## src/rtl/pcont_instsel.sv

```systemverilog
// ---------------------------------------------------------------------------
// pcont_instsel -- SF-stage instruction-register sequencer.
//
// Generates the one-hot instruction-register select (ZERO / LOAD / HOLD) and
// the matching hold for the ISA-mode latch. Inputs are the I-cache valid
// handshake, downstream stall, SF-stage flush and debug halt. The select is
// combinational so that a valid word is loaded at the same SYSCLK edge that
// sees ICACHE_VALID_I.
//
// Ports:
//   SYSCLK            in   clock, rising edge
//   RESET_D1_R        in   synchronous active-high reset
//   ICACHE_VALID_I    in   I-cache word valid (held until LOAD selected)
//   PIPE_STALL_P      in   downstream stall, SF register must hold
//   FLUSH_P           in   exception/branch kill of the SF stage
//   DBG_HALT_P        in   debug halt request (level)
//   CLMI_SELINST_S_P  out  one-hot select [HOLD, LOAD, ZERO]
//   CLMI_RHOLD        out  hold for ISA-mode latch / downstream registers
//   FETCH_REQ_O       out  fetch request to the I-cache
//   MISS_TIMEOUT_O    out  one-cycle pulse when miss wait reaches MISS_LIMIT
//   PERF_STALL_CNT_O  out  count of non-LOAD cycles (0 when feature absent)
//
// Optional feature: define PCONT_INSTSEL_PERF_EN to build the 32-bit
// non-LOAD cycle counter; otherwise PERF_STALL_CNT_O is tied to zero.
// ---------------------------------------------------------------------------
module pcont_instsel #(
  parameter int MISS_LIMIT = 255,
  parameter int MISS_CNT_W = 8
) (
  input  logic        SYSCLK,
  input  logic        RESET_D1_R,
  input  logic        ICACHE_VALID_I,
  input  logic        PIPE_STALL_P,
  input  logic        FLUSH_P,
  input  logic        DBG_HALT_P,
  output logic [2:0]  CLMI_SELINST_S_P,
  output logic        CLMI_RHOLD,
  output logic        FETCH_REQ_O,
  output logic        MISS_TIMEOUT_O,
  output logic [31:0] PERF_STALL_CNT_O
);

  // Bit positions within the one-hot select.
  localparam int CLMI_SEL_INST_ZERO_POS = 0;
  localparam int CLMI_SEL_INST_LOAD_POS = 1;
  localparam int CLMI_SEL_INST_HOLD_POS = 2;
  localparam int CLMI_SEL_INST_HI       = 2;

  localparam logic [CLMI_SEL_INST_HI:0] SEL_ZERO = 3'b001;
  localparam logic [CLMI_SEL_INST_HI:0] SEL_LOAD = 3'b010;
  localparam logic [CLMI_SEL_INST_HI:0] SEL_HOLD = 3'b100;

  localparam logic [MISS_CNT_W-1:0] LIMIT_C = MISS_CNT_W'(MISS_LIMIT);
  localparam logic [MISS_CNT_W-1:0] ONE_C   = MISS_CNT_W'(1);

  typedef enum logic [2:0] {
    ST_RST   = 3'd0,
    ST_RUN   = 3'd1,
    ST_MISS  = 3'd2,
    ST_FLUSH = 3'd3,
    ST_HALT  = 3'd4
  } state_e;

  state_e                        state_q, state_d;
  logic [MISS_CNT_W-1:0]         cnt_q, cnt_d;
  logic [CLMI_SEL_INST_HI:0]     sel_d;
  logic                          cnt_inc;
  logic                          cnt_sat;

  // Selection and next state under the RUN priority order; reused by HALT
  // on the cycle the halt request drops.
  logic [CLMI_SEL_INST_HI:0]     run_sel;
  state_e                        run_next;
  logic                          run_miss;

  assign cnt_sat = (cnt_q == LIMIT_C);

  always_comb begin
    run_sel  = SEL_ZERO;
    run_next = ST_RUN;
    run_miss = 1'b0;
    if (FLUSH_P) begin
      run_sel  = SEL_ZERO;
      run_next = ST_FLUSH;
    end else if (DBG_HALT_P) begin
      run_sel  = SEL_HOLD;
      run_next = ST_HALT;
    end else if (PIPE_STALL_P) begin
      run_sel  = SEL_HOLD;
      run_next = ST_RUN;
    end else if (ICACHE_VALID_I) begin
      run_sel  = SEL_LOAD;
      run_next = ST_RUN;
    end else begin
      // No word available: issue a NOP bubble and start the miss wait.
      run_sel  = SEL_ZERO;
      run_next = ST_MISS;
      run_miss = 1'b1;
    end
  end

  always_comb begin
    sel_d   = SEL_ZERO;
    state_d = state_q;
    cnt_d   = cnt_q;
    cnt_inc = 1'b0;

    if (RESET_D1_R) begin
      sel_d   = SEL_ZERO;
      state_d = ST_RST;
      cnt_d   = '0;
    end else begin
      unique case (state_q)
        ST_RST: begin
          // Post-release cycle: bubble while the first fetch is requested.
          sel_d   = SEL_ZERO;
          state_d = ST_RUN;
        end

        ST_RUN: begin
          sel_d   = run_sel;
          state_d = run_next;
          if (run_miss) begin
            cnt_d = '0;
          end
        end

        ST_MISS: begin
          if (FLUSH_P) begin
            sel_d   = SEL_ZERO;
            state_d = ST_FLUSH;
          end else if (DBG_HALT_P) begin
            sel_d   = SEL_HOLD;
            state_d = ST_HALT;
          end else if (PIPE_STALL_P) begin
            // A stalled miss still ages the wait counter.
            sel_d   = SEL_HOLD;
            state_d = ST_MISS;
            cnt_inc = 1'b1;
          end else if (ICACHE_VALID_I) begin
            sel_d   = SEL_LOAD;
            state_d = ST_RUN;
          end else begin
            sel_d   = SEL_ZERO;
            state_d = ST_MISS;
            cnt_inc = 1'b1;
          end
        end

        ST_FLUSH: begin
          sel_d   = SEL_ZERO;
          state_d = FLUSH_P ? ST_FLUSH : ST_RUN;
        end

        ST_HALT: begin
          if (FLUSH_P) begin
            sel_d   = SEL_ZERO;
            state_d = ST_FLUSH;
          end else if (DBG_HALT_P) begin
            sel_d   = SEL_HOLD;
            state_d = ST_HALT;
          end else begin
            // Halt released: select by RUN rules this cycle, resume in RUN.
            sel_d   = run_sel;
            state_d = ST_RUN;
          end
        end

        default: begin
          sel_d   = SEL_ZERO;
          state_d = ST_RST;
          cnt_d   = '0;
        end
      endcase

      // Saturating miss counter: frozen once MISS_LIMIT is reached.
      if (cnt_inc && !cnt_sat) begin
        cnt_d = cnt_q + ONE_C;
      end
    end
  end

  always_ff @(posedge SYSCLK) begin
    if (RESET_D1_R) begin
      state_q <= ST_RST;
      cnt_q   <= '0;
    end else begin
      state_q <= state_d;
      cnt_q   <= cnt_d;
    end
  end

  assign CLMI_SELINST_S_P = sel_d;
  assign CLMI_RHOLD       = sel_d[CLMI_SEL_INST_HOLD_POS];

  // Request stays up through stalls; dropped only while halted or in reset.
  assign FETCH_REQ_O = !RESET_D1_R &&
                       ((state_q == ST_RST) || (state_q == ST_RUN) ||
                        (state_q == ST_MISS) || (state_q == ST_FLUSH));

  // Pulses on the cycle whose increment lands the counter on MISS_LIMIT;
  // a reset in that cycle suppresses it because cnt_inc is held low.
  assign MISS_TIMEOUT_O = cnt_inc && !cnt_sat && ((cnt_q + ONE_C) == LIMIT_C);

`ifdef PCONT_INSTSEL_PERF_EN
  logic [31:0] perf_q;

  always_ff @(posedge SYSCLK) begin
    if (RESET_D1_R) begin
      perf_q <= '0;
    end else if (!sel_d[CLMI_SEL_INST_LOAD_POS]) begin
      perf_q <= perf_q + 32'd1;
    end
  end

  assign PERF_STALL_CNT_O = perf_q;
`else
  assign PERF_STALL_CNT_O = 32'h0;
`endif

`ifndef SYNTHESIS
  // Simulation guard: the select must never leave one-hot encoding.
  always_ff @(posedge SYSCLK) begin
    if (!RESET_D1_R && !$onehot(sel_d)) begin
      $display("ERROR pcont_instsel: select not one-hot (%b)", sel_d);
      $stop;
    end
  end
`endif

  // Position of the ZERO bit is implied by the encodings above.
  localparam int ZERO_POS_CHECK = CLMI_SEL_INST_ZERO_POS;

endmodule

```

## config.mk

```make
export PLATFORM = sky130hd
export DESIGN_NAME = pcont_instsel
export DESIGN_NICKNAME = d
export VERILOG_FILES = /design/src/rtl/pcont_instsel.sv
export SDC_FILE = /design/constraint.sdc
export NUM_CORES = 1
export LEC_CHECK = 0
export ABC_AREA = 1
export CAP_MARGIN = 20
export CORE_ASPECT_RATIO = 1.1
export CORE_MARGIN = 2
export CORE_UTILIZATION = 38
export CTS_CLUSTER_DIAMETER = 100
export DETAILED_ROUTE_END_ITERATION = 7
export PLACE_DENSITY_LB_ADDON = 0.2
export SLEW_MARGIN = 20
export SYNTH_ARGS = -nofsm -noshare
export SYNTH_HDL_FRONTEND = slang
export SYNTH_SLANG_ARGS = --single-unit
```

## constraint.sdc

```tcl
create_clock -name SYSCLK -period 1.3 [get_ports SYSCLK]
set_input_delay 0.26 -clock SYSCLK [delete_from_list [all_inputs] [get_ports SYSCLK]]
set_output_delay 0.26 -clock SYSCLK [all_outputs]
set_load 0.05 [all_outputs]
```

# Word-level counts from Yosys, hierarchy flattened
# Index checks and enable logic that the tools add are counted.
# classes
mux	32
n_addsub	1
n_eq_ne	8
n_reduce_logical	13
# op_table
op	count
$mux 3	12
$eq 8x8->1 const B	2
$mux 8	2
$pmux 8 s2	1
$pmux 3 s5	1
$mux 1	10
$mux 2	5
$add 8x1->8 const B	1
$eq 3x2->1 const B	2
$pmux 3 s2	1
$logic_and 1x1->1	4
$reduce_or 4->1	1
$eq 3x1->1 const B	1
$eq 3x3->1 const B	1
$logic_not 3->1	1
$logic_or 1x1->1	3
$ne 3x3->1 const B	1
$logic_not 1->1	2
$ne 2x1->1 const B	1
$reduce_and 2->1	1
$reduce_or 2->1	1
# word_totals
wordCells	56
regBits	11
output_inout_bits	38

# Longest topological paths before layout
# Gate-level depths: netlist of run 1.
# logic_depth
depth_word	9
ltp_mapped	9

# Least setup slack after synthesis of run 1
# Ideal clock, no wire load.
# synth_path
path_type	register to output
from	register state_q[0]
to	output CLMI_SELINST_S_P[2]
arrival_ns	1.821
setup_slack_ns	-0.781
stages_incl_launch_ff	8
required_time_ns	1.040
path_cell_list	dfxtp_1 > inv_1 > nor2_1 > nand2_1 > nand3_1 > nand3_1 > nor2_1 > buf_4
# synth_via
elab_chain_len	4
elab_cells_between_ends	6
# synth_rtl
item	line	source
start: declaration	64	state_e state_q, state_d;
start signal: assignment	188	state_q <= state_d;
$eq 3x1->1 or $eq 3x2->1 (tied branches)	113	unique case (state_q)
$reduce_or 2->1 (no source line)	n/a	
$pmux 3 s2 (*)	113	
$mux 3 (*)	108	if (RESET_D1_R) begin
end: declaration	36	output logic [2:0] CLMI_SELINST_S_P,
# Every way passes the cells marked *; elsewhere a longest branch is shown, timed or not.

# Worst setup path in the final report of run 1
# layout_path
from	register cnt_q[1]
to	output MISS_TIMEOUT_O
# layout_via
elab_chain_len	4
elab_cells_between_ends	6
# layout_rtl
item	line	source
start: declaration	65	logic [MISS_CNT_W-1:0] cnt_q, cnt_d;
start signal: assignment	189	cnt_q <= cnt_d;
parallel branches: the longest is 3 deep, another holds $add 8x1->8	n/a	
$logic_and 1x1->1 (*)	203	assign MISS_TIMEOUT_O = cnt_inc && !cnt_sat && ((cnt_q + ONE_C) == LIMIT_C);
end: declaration	39	output logic MISS_TIMEOUT_O,
# Mark *: on every way between the ends.

==> metrics.md, run 1 <==
| Metric | Value |
|---|---|
| Vias in the first global route | 980 |
| Synth Area in XOR/XNOR | 0% |
| Worst Hold Class | in2reg |
| PwrDens | 677 nW/µm² |
| CTS Root Cell | clkbuf_4 |
| Iteration-0 DRC Markers | 20 |
| Initial antenna violation count | 0 |
| Total Wirelength | 2710 µm |
| Combinational power share | a little over two fifths |
| P_sw | 488 µW |
| DIE WIDTH | 54.3 µm |
| Row cnt | 20 |
| Syn avg cell area | 6.34 µm² |
| RSZ-0062 raised after global routing | true |
| Syn Inst Count | between 150 and 200 |
| R2R Setup Slk | -0.08 ns |
| Final Util | 58.8% |
| Share of layout cells above drive strength 1 | approximately two fifths |
| Synth-to-layout area growth | 50.0% |
| Initial core utilization | 39.2% |
| Switching portion of total power | 45.3% |
| Num ports | 44 |
| Layout Nets | between 200 and 250 |
| Post-Synth Adder-Cell Area | 2.36% |
| Main combinational cell family by area after synthesis | simple AND/OR/NAND/NOR gates |
| CTS clk-pin slew, worst paths | 0.08 ns |
| Max rail drop VDD | 642 µV |
| Status | finished with violations |
| Synth Register Bits | 11 |
| Max-slew violations | 0 |
| IO Port Bufs | 11 |
| Hold Slack | 0.445 ns |
| Remaining antenna violation count after routing | 0 |
| First-pass GRT wire length | 3850 µm |
| Crit-path cells | ha_4, nand2_4, inv_4, nand2_4, o21bai_4, nand2_1, nor2_1, nand2_1, nor2_4, buf_12 |
| Synth Area in Compound Gates | roughly 10% |
| CP max-delay cell | dfxtp_4 |
| Mux contribution to synthesized area | 0% |
| Crit path max fanout | 3 |
| Vias | 1098 |
| N_diodes | 0 |
| Pint | roughly 590 µW |
| Setup TNS Final | -2.38 ns |
| Placed cell count | approximately 240 |
| Crit path largest cell delay | 0.37 ns |
| Critical Path AT | 1.61 ns |
| Crit start category | flip-flop |
| Final worst setup slack | -0.568 ns |
| Worst reg2reg path depth | 9 |
| Clk_lat worst skew | 0.27 ns |
| Post-CTS Hold Fix Bufs | 0 |
| Pleak | 0.750 nW |
| Total Routing Usage GR | between 10% and 20% |
| Pre-antenna DRT Iters | 4 |
| Post-DP Area | 1410 µm² |
| DP Worst Slack | -0.463 ns |
| Clk pwr share | 23.0% |
| Worst flop-to-flop path endpoint | cnt_q[7] |
| CP Launch Point | cnt_q[1] |
| Final setup vio count | 13 |
| # H-tree levels | 1 |
| Total core area | 2700 µm² |
| Synthesized area | 1060 µm² |
| CTS tree | built |
| Routed vias/inst | ~4.5 |
| Routed length per instance | ~11 µm |
| CP Capture Point | MISS_TIMEOUT_O |
| Final hold vios | 0 |
| Die height | 59.4 µm |
| Crit. End Element | output pin |
| Fmax | 535 MHz |
| Largest net degree at the start of global routing | 9 |
| Period minus WS final | between 1.5 and 2 ns |
| Crit Path Class | reg2out |
| Clk sinks | 11 |
| Failing checks | negative setup slack |
| Sequential share of power | 33.4% |
| Synth Area in Simple Gates | a little over a third |
| Gr ovfl total | 0 |
| Dpl hpwl | 2050 µm |
| # DRC | 0 |
| Max-Cap Viols | 0 |
| Die area | 3220 µm² |
| Num CTS Buffers | 3 |
| Unique masters post-synth | 22 |
| Clock Skew | 0.00208 ns |
| Reg2reg start | cnt_q[1] |
| Critical Path RT | 1.04 ns |
| GP Congestion | 0.841 |
| Finished Cell Area | 1590 µm² |
| Layout Cells excl Fill | 244 |
| Power Total | 1.08 mW |
| Period utilisation layout | 144% |
| Sequential area share after synthesis | 20.8% |
| Longest Clk Path Bufs | 2 |
| YS warnings | 0 |
==> power by group through the flow <==
stage | clock [mW] | sequential, mW | combinational, mW
after global routing | 0.270 | 0.360 | 0.496
after global placement | 0 | 0.363 | 0.432
after floorplan | 0 | 0.364 | 0.389
after CTS | 0.256 | 0.356 | 0.447
final | 0.247 | 0.359 | 0.470
after detailed placement | 0 | 0.364 | 0.434
==> synthesized netlist by cell type, drive strengths merged <==
library cell / number / share of area, %
clkbuf: 1 / 0.35
inv: 22 / 7.8
a21oi: 13 / 6.5
conb: 1 / 0.35
nor3: 3 / 1.4
o21ai: 4 / 1.9
nand4: 4 / 2.4
nand2: 28 / 9.9
o21bai: 1 / 1.1
buf: 33 / 23
o211ai: 1 / 0.71
dfxtp: 11 / 21
ha: 2 / 2.4
nand3: 21 / 12
nor2: 22 / 9.5
==> placed cells by master, fill, tap and decap left out, drive strengths merged <==
| cell type | instances |
|---|---|
| nand4 | 4 |
| nor2 | 22 |
| o211ai | 1 |
| inv | 21 |
| a21oi | 13 |
| buf | 38 |
| dlygate4sd2 | 3 |
| nor3 | 3 |
| nand2 | 28 |
| dfxtp | 11 |
| clkbuf | 4 |
| clkinvlp | 1 |
| ha | 2 |
| conb | 32 |
| o21bai | 1 |
| o21ai | 4 |
| nand3 | 21 |
| dlymetal6s2s | 2 |
==> final cells by class <==
| cell class | instances | area (µm²) |
|---|---|---|
| fill | 247 | 1110 |
| tap | 33 | 41.3 |
| sequential | 11 | 235 |
| timing repair buffer | 43 | 423 |
| inverter | 22 | 91.3 |
| multi-input combinational | 131 | 771 |
| clock buffer | 4 | 26.3 |
==> sequential cells by signal, indices dropped and copies added (netlist names) <==
register	cells
cnt_q	8
state_q	3
==> how the worst min path moves through the flow <==
| stage | from | slack (ns) | cells past startpoint | to |
|---|---|---|---|---|
| CTS | RESET_D1_R | 0.49 | 4 | cnt_q[0] |
| global placement | cnt_q[6] | 0.52 | 2 | cnt_q[6] |
| finish | DBG_HALT_P | 0.45 | 4 | state_q[2] |
| floorplan | DBG_HALT_P | 0.40 | 2 | state_q[2] |
| detailed placement | cnt_q[2] | 0.53 | 2 | cnt_q[2] |
| global route | DBG_HALT_P | 0.45 | 4 | state_q[2] |
==> metal layers <==
| layer | share of wire [%] | routed length [µm] | vias up | GRT usage [%] |
|---|---|---|---|---|
| li1 | - | - | 564 | - |
| met5 | 0 | 0 | - | 0 |
| met4 | 1.2 | 33 | 0 | 2.50 |
| met2 | 57 | 1540 | 24 | 30.1 |
| met1 | 38 | 1030 | 506 | 17.6 |
| met3 | 4.1 | 112 | 4 | 6.06 |
==> logic make-up (layout without fill, tap and decap cells) <==
family	Yosys count	in the layout
buffers and inverters	56	69
AND/OR/NAND/NOR	78	78
adder cells (fa/ha/maj)	2	2
other	1	32
AO/OA/AOI/OAI	19	19
flip-flops	11	11
==> repair_timing <==
item,4_1_cts,5_1_grt
setup endpoints to repair,15,14
gates resized for setup,17,21
buffers inserted,1,2
pin swaps,4,4
endpoints found under the hold margin,0,0
==> critical path: cells and delay by family (launching register included) <==
family,cells,cell delay (ns)
and+or+nand+nor,6,0.47
DFF,1,0.37
buffers and inverters,2,0.22
AOI/OAI and AO/OA,1,0.11
adders and majority gates,1,0.15
Power figures use the tool's default switching activity.
==> inputs of run 2 (changes only) <==
--- a/config.mk
+++ b/config.mk
@@ -8,7 +8,6 @@
 export ABC_AREA = 1
 export CAP_MARGIN = 20
 export CORE_ASPECT_RATIO = 1.1
-export CORE_MARGIN = 2
 export CORE_UTILIZATION = 38
 export CTS_CLUSTER_DIAMETER = 100
 export DETAILED_ROUTE_END_ITERATION = 7
==> run 2 against run 1 <==
Net effect:
- the run still ends with negative setup slack left
- total power is 1.5% higher
- critical path type unchanged
- final area is 8.1% higher
- count of clock-buffer cells in the layout stayed put
==> metrics.md, run 2 (synthesized netlist as in run 1, its figures left out) <==
| Metric | Value |
|---|---|
| Critical Path AT | 1.68 ns (+0.07 ns) |
| Max-Cap Viols | 0 (unchanged) |
| Crit Path Class | reg2out |
| Pleak | 0.810 nW (+8.0%) |
| Gr ovfl total | 0 (unchanged) |
| CTS Root Cell | clkbuf_4 |
| Finished Cell Area | 1720 µm² (+8.1%) |
| Crit. End Element | output pin |
| First-pass GRT wire length | 4460 µm (+16%) |
| Synth-to-layout area growth | 62.2% |
| Num CTS Buffers | 3 (unchanged) |
| Post-CTS Hold Fix Bufs | 0 (unchanged) |
| Final Util | 66.9% (+8.1 points) |
| DIE WIDTH | 52.3 µm (-3.7%) |
| Routed length per instance | 11.9 µm (+7.4%) |
| Total Wirelength | 3060 µm (+13%) |
| Failing checks | negative setup slack |
| Layout Cells excl Fill | 257 (+5.3%) |
| Vias in the first global route | 1080 (+10%) |
| WHS Path Cells | 2 (-2) |
| Worst reg2reg path depth | 10 (+1) |
| # fillers | 214 (-13%) |
| Layout Nets | 235 (+6.8%) |
| Final setup vio count | 13 (unchanged) |
| Largest net degree at the start of global routing | 9 (unchanged) |
| CTS tree | built |
| Initial core utilization | 41.2% (+2.1 points) |
| PwrDens | 636 nW/µm² (-6.2%) |
| Period utilisation layout | 149% (+5.4 points) |
| # H-tree levels | 1 (unchanged) |
| Final hold vios | 0 (unchanged) |
| Fmax | 516 MHz (-3.6%) |
| Post-DP Area | 1460 µm² (+3.0%) |
| Biggest regs | cnt_q (8), state_q (3) |
| Total core area | 2570 µm² (-5.0%) |
| N_diodes | 0 (unchanged) |
| Final worst setup slack | -0.638 ns (-0.0702 ns) |
| Remaining antenna violation count after routing | 0 (unchanged) |
| CTS clk-pin slew, worst paths | 0.08 ns (about the same) |
| Placed cell count | 241 (+1.7%) |
| Clk sinks | 11 (unchanged) |
| RSZ-0062 raised after global routing | true |
| Dpl hpwl | 2000 µm (-2.4%) |
| Most frequent cells in the layout | 43 x buf_4, 32 x conb_1, 21 x nand2_1 |
| GP Congestion | 0.854 (+1.6%) |
| Worst Hold Class | reg2reg |
| Max rail drop VDD | 490 µV (-24%) |
| Most flop-heavy register | cnt_q |
| Commonest non-fill, non-tap cell in the layout | buf_4 |
| Period minus WS final | 1.94 ns (+0.0702 ns) |
| Critical Path RT | 1.04 ns (about the same) |
| Crit start category | flip-flop |
| Initial antenna violation count | 0 (unchanged) |
| Status | finished with violations |
| Pre-antenna DRT Iters | 4 (unchanged) |
| IO Port Bufs | 11 (unchanged) |
| # DRC | 0 (unchanged) |
| Vias | 1224 (+11%) |
| Clock Skew | 0.00267 ns (+0.000592 ns) |
| Routed vias/inst | 4.76 (+5.8%) |
| Row cnt | 19 (-5.0%) |
| Die area | 3000 µm² (-6.9%) |
| Iteration-0 DRC Markers | 17 (-15%) |
| Max-slew violations | 0 (unchanged) |
| Share of layout cells above drive strength 1 | 46.0% (+4.8 points) |
| Clk_lat worst skew | 0.27 ns (about the same) |
| Num ports | 44 (unchanged) |
| Crit path max fanout | 3 (unchanged) |
| Largest register FFs | 8 (unchanged) |
| Total Routing Usage GR | 19.6% (+3.3 points) |
| R2R Setup Slk | -0.25 ns (-0.17 ns) |
| Die height | 57.4 µm (-3.4%) |
| Hold Slack | 0.521 ns (+0.0763 ns) |
| Longest Clk Path Bufs | 2 (unchanged) |
-- run 2: timing repair --
item                       4_1_cts  5_1_grt
resized for setup               16       31
setup endpoints to repair       15       14
setup buffers                    6        6
pin swaps                        4       11
-- run 2: layout make-up --
class	count	area, µm²	share of cell area, %
multi-input combinational	131	779	45.4
timing repair buffer	58	533	31.0
sequential	11	245	14.3
inverter	22	93.8	5.47
tap	31	38.8	2.26
clock buffer	4	26.3	1.53
-- run 2: power breakdown --
group	internal, mW	leakage, nW	switching, mW
clock network	0.119	0.0150	0.129
registers	0.338	0.0945	0.0164
logic	0.137	0.700	0.352
-- run 2: per-layer routing --
layer / up-vias / global-route usage [%] / part of all wire (%)
li1: 588 / - / -
met1: 587 / 24.1 / 42
met2: 43 / 32.9 / 53
met3: 6 / 2.67 / 3.5
met4: 0 / 9.40 / 1.6
met5: - / 0 / 0
-- run 2: critical path: stages (launching register included) --
cell and delay (ns):
dfxtp_4 0.36, ha_4 0.17, nand2_4 0.07, inv_4 0.05, buf_6 0.10, nand4_1 0.10
nand2_1 0.07, nor2_1 0.11, nand2_1 0.09, nor2_4 0.14, buf_12 0.14
-- run 2: path summary, 6_finish.rpt --
path / startpoint / endpoint
setup / recovery: cnt_q[0] / MISS_TIMEOUT_O
hold / removal: cnt_q[3] / cnt_q[3]
setup reg to reg: cnt_q[0] / cnt_q[0]
hold reg to reg: cnt_q[3] / cnt_q[3]
-- run 2: metrics by stage --
step	TNS (ns)	setup WS [ns]	power, mW
final	-2.95	-0.638	1.09
after floorplan	-0.587	-0.254	0.753
after global routing	-3.83	-0.704	1.14
after detailed placement	-5.52	-0.521	0.796
after global placement	-5.26	-0.482	0.791
after CTS	-2.22	-0.607	1.07
==> inputs of run 3 (changes only) <==
--- a/config.mk
+++ b/config.mk
@@ -6,7 +6,6 @@
 export NUM_CORES = 1
 export LEC_CHECK = 0
 export ABC_AREA = 1
-export CAP_MARGIN = 20
 export CORE_ASPECT_RATIO = 1.1
 export CORE_UTILIZATION = 38
 export CTS_CLUSTER_DIAMETER = 100
==> results of run 3 <==
Same layout as run 2: the final DEF is identical, and so are final timing and power.
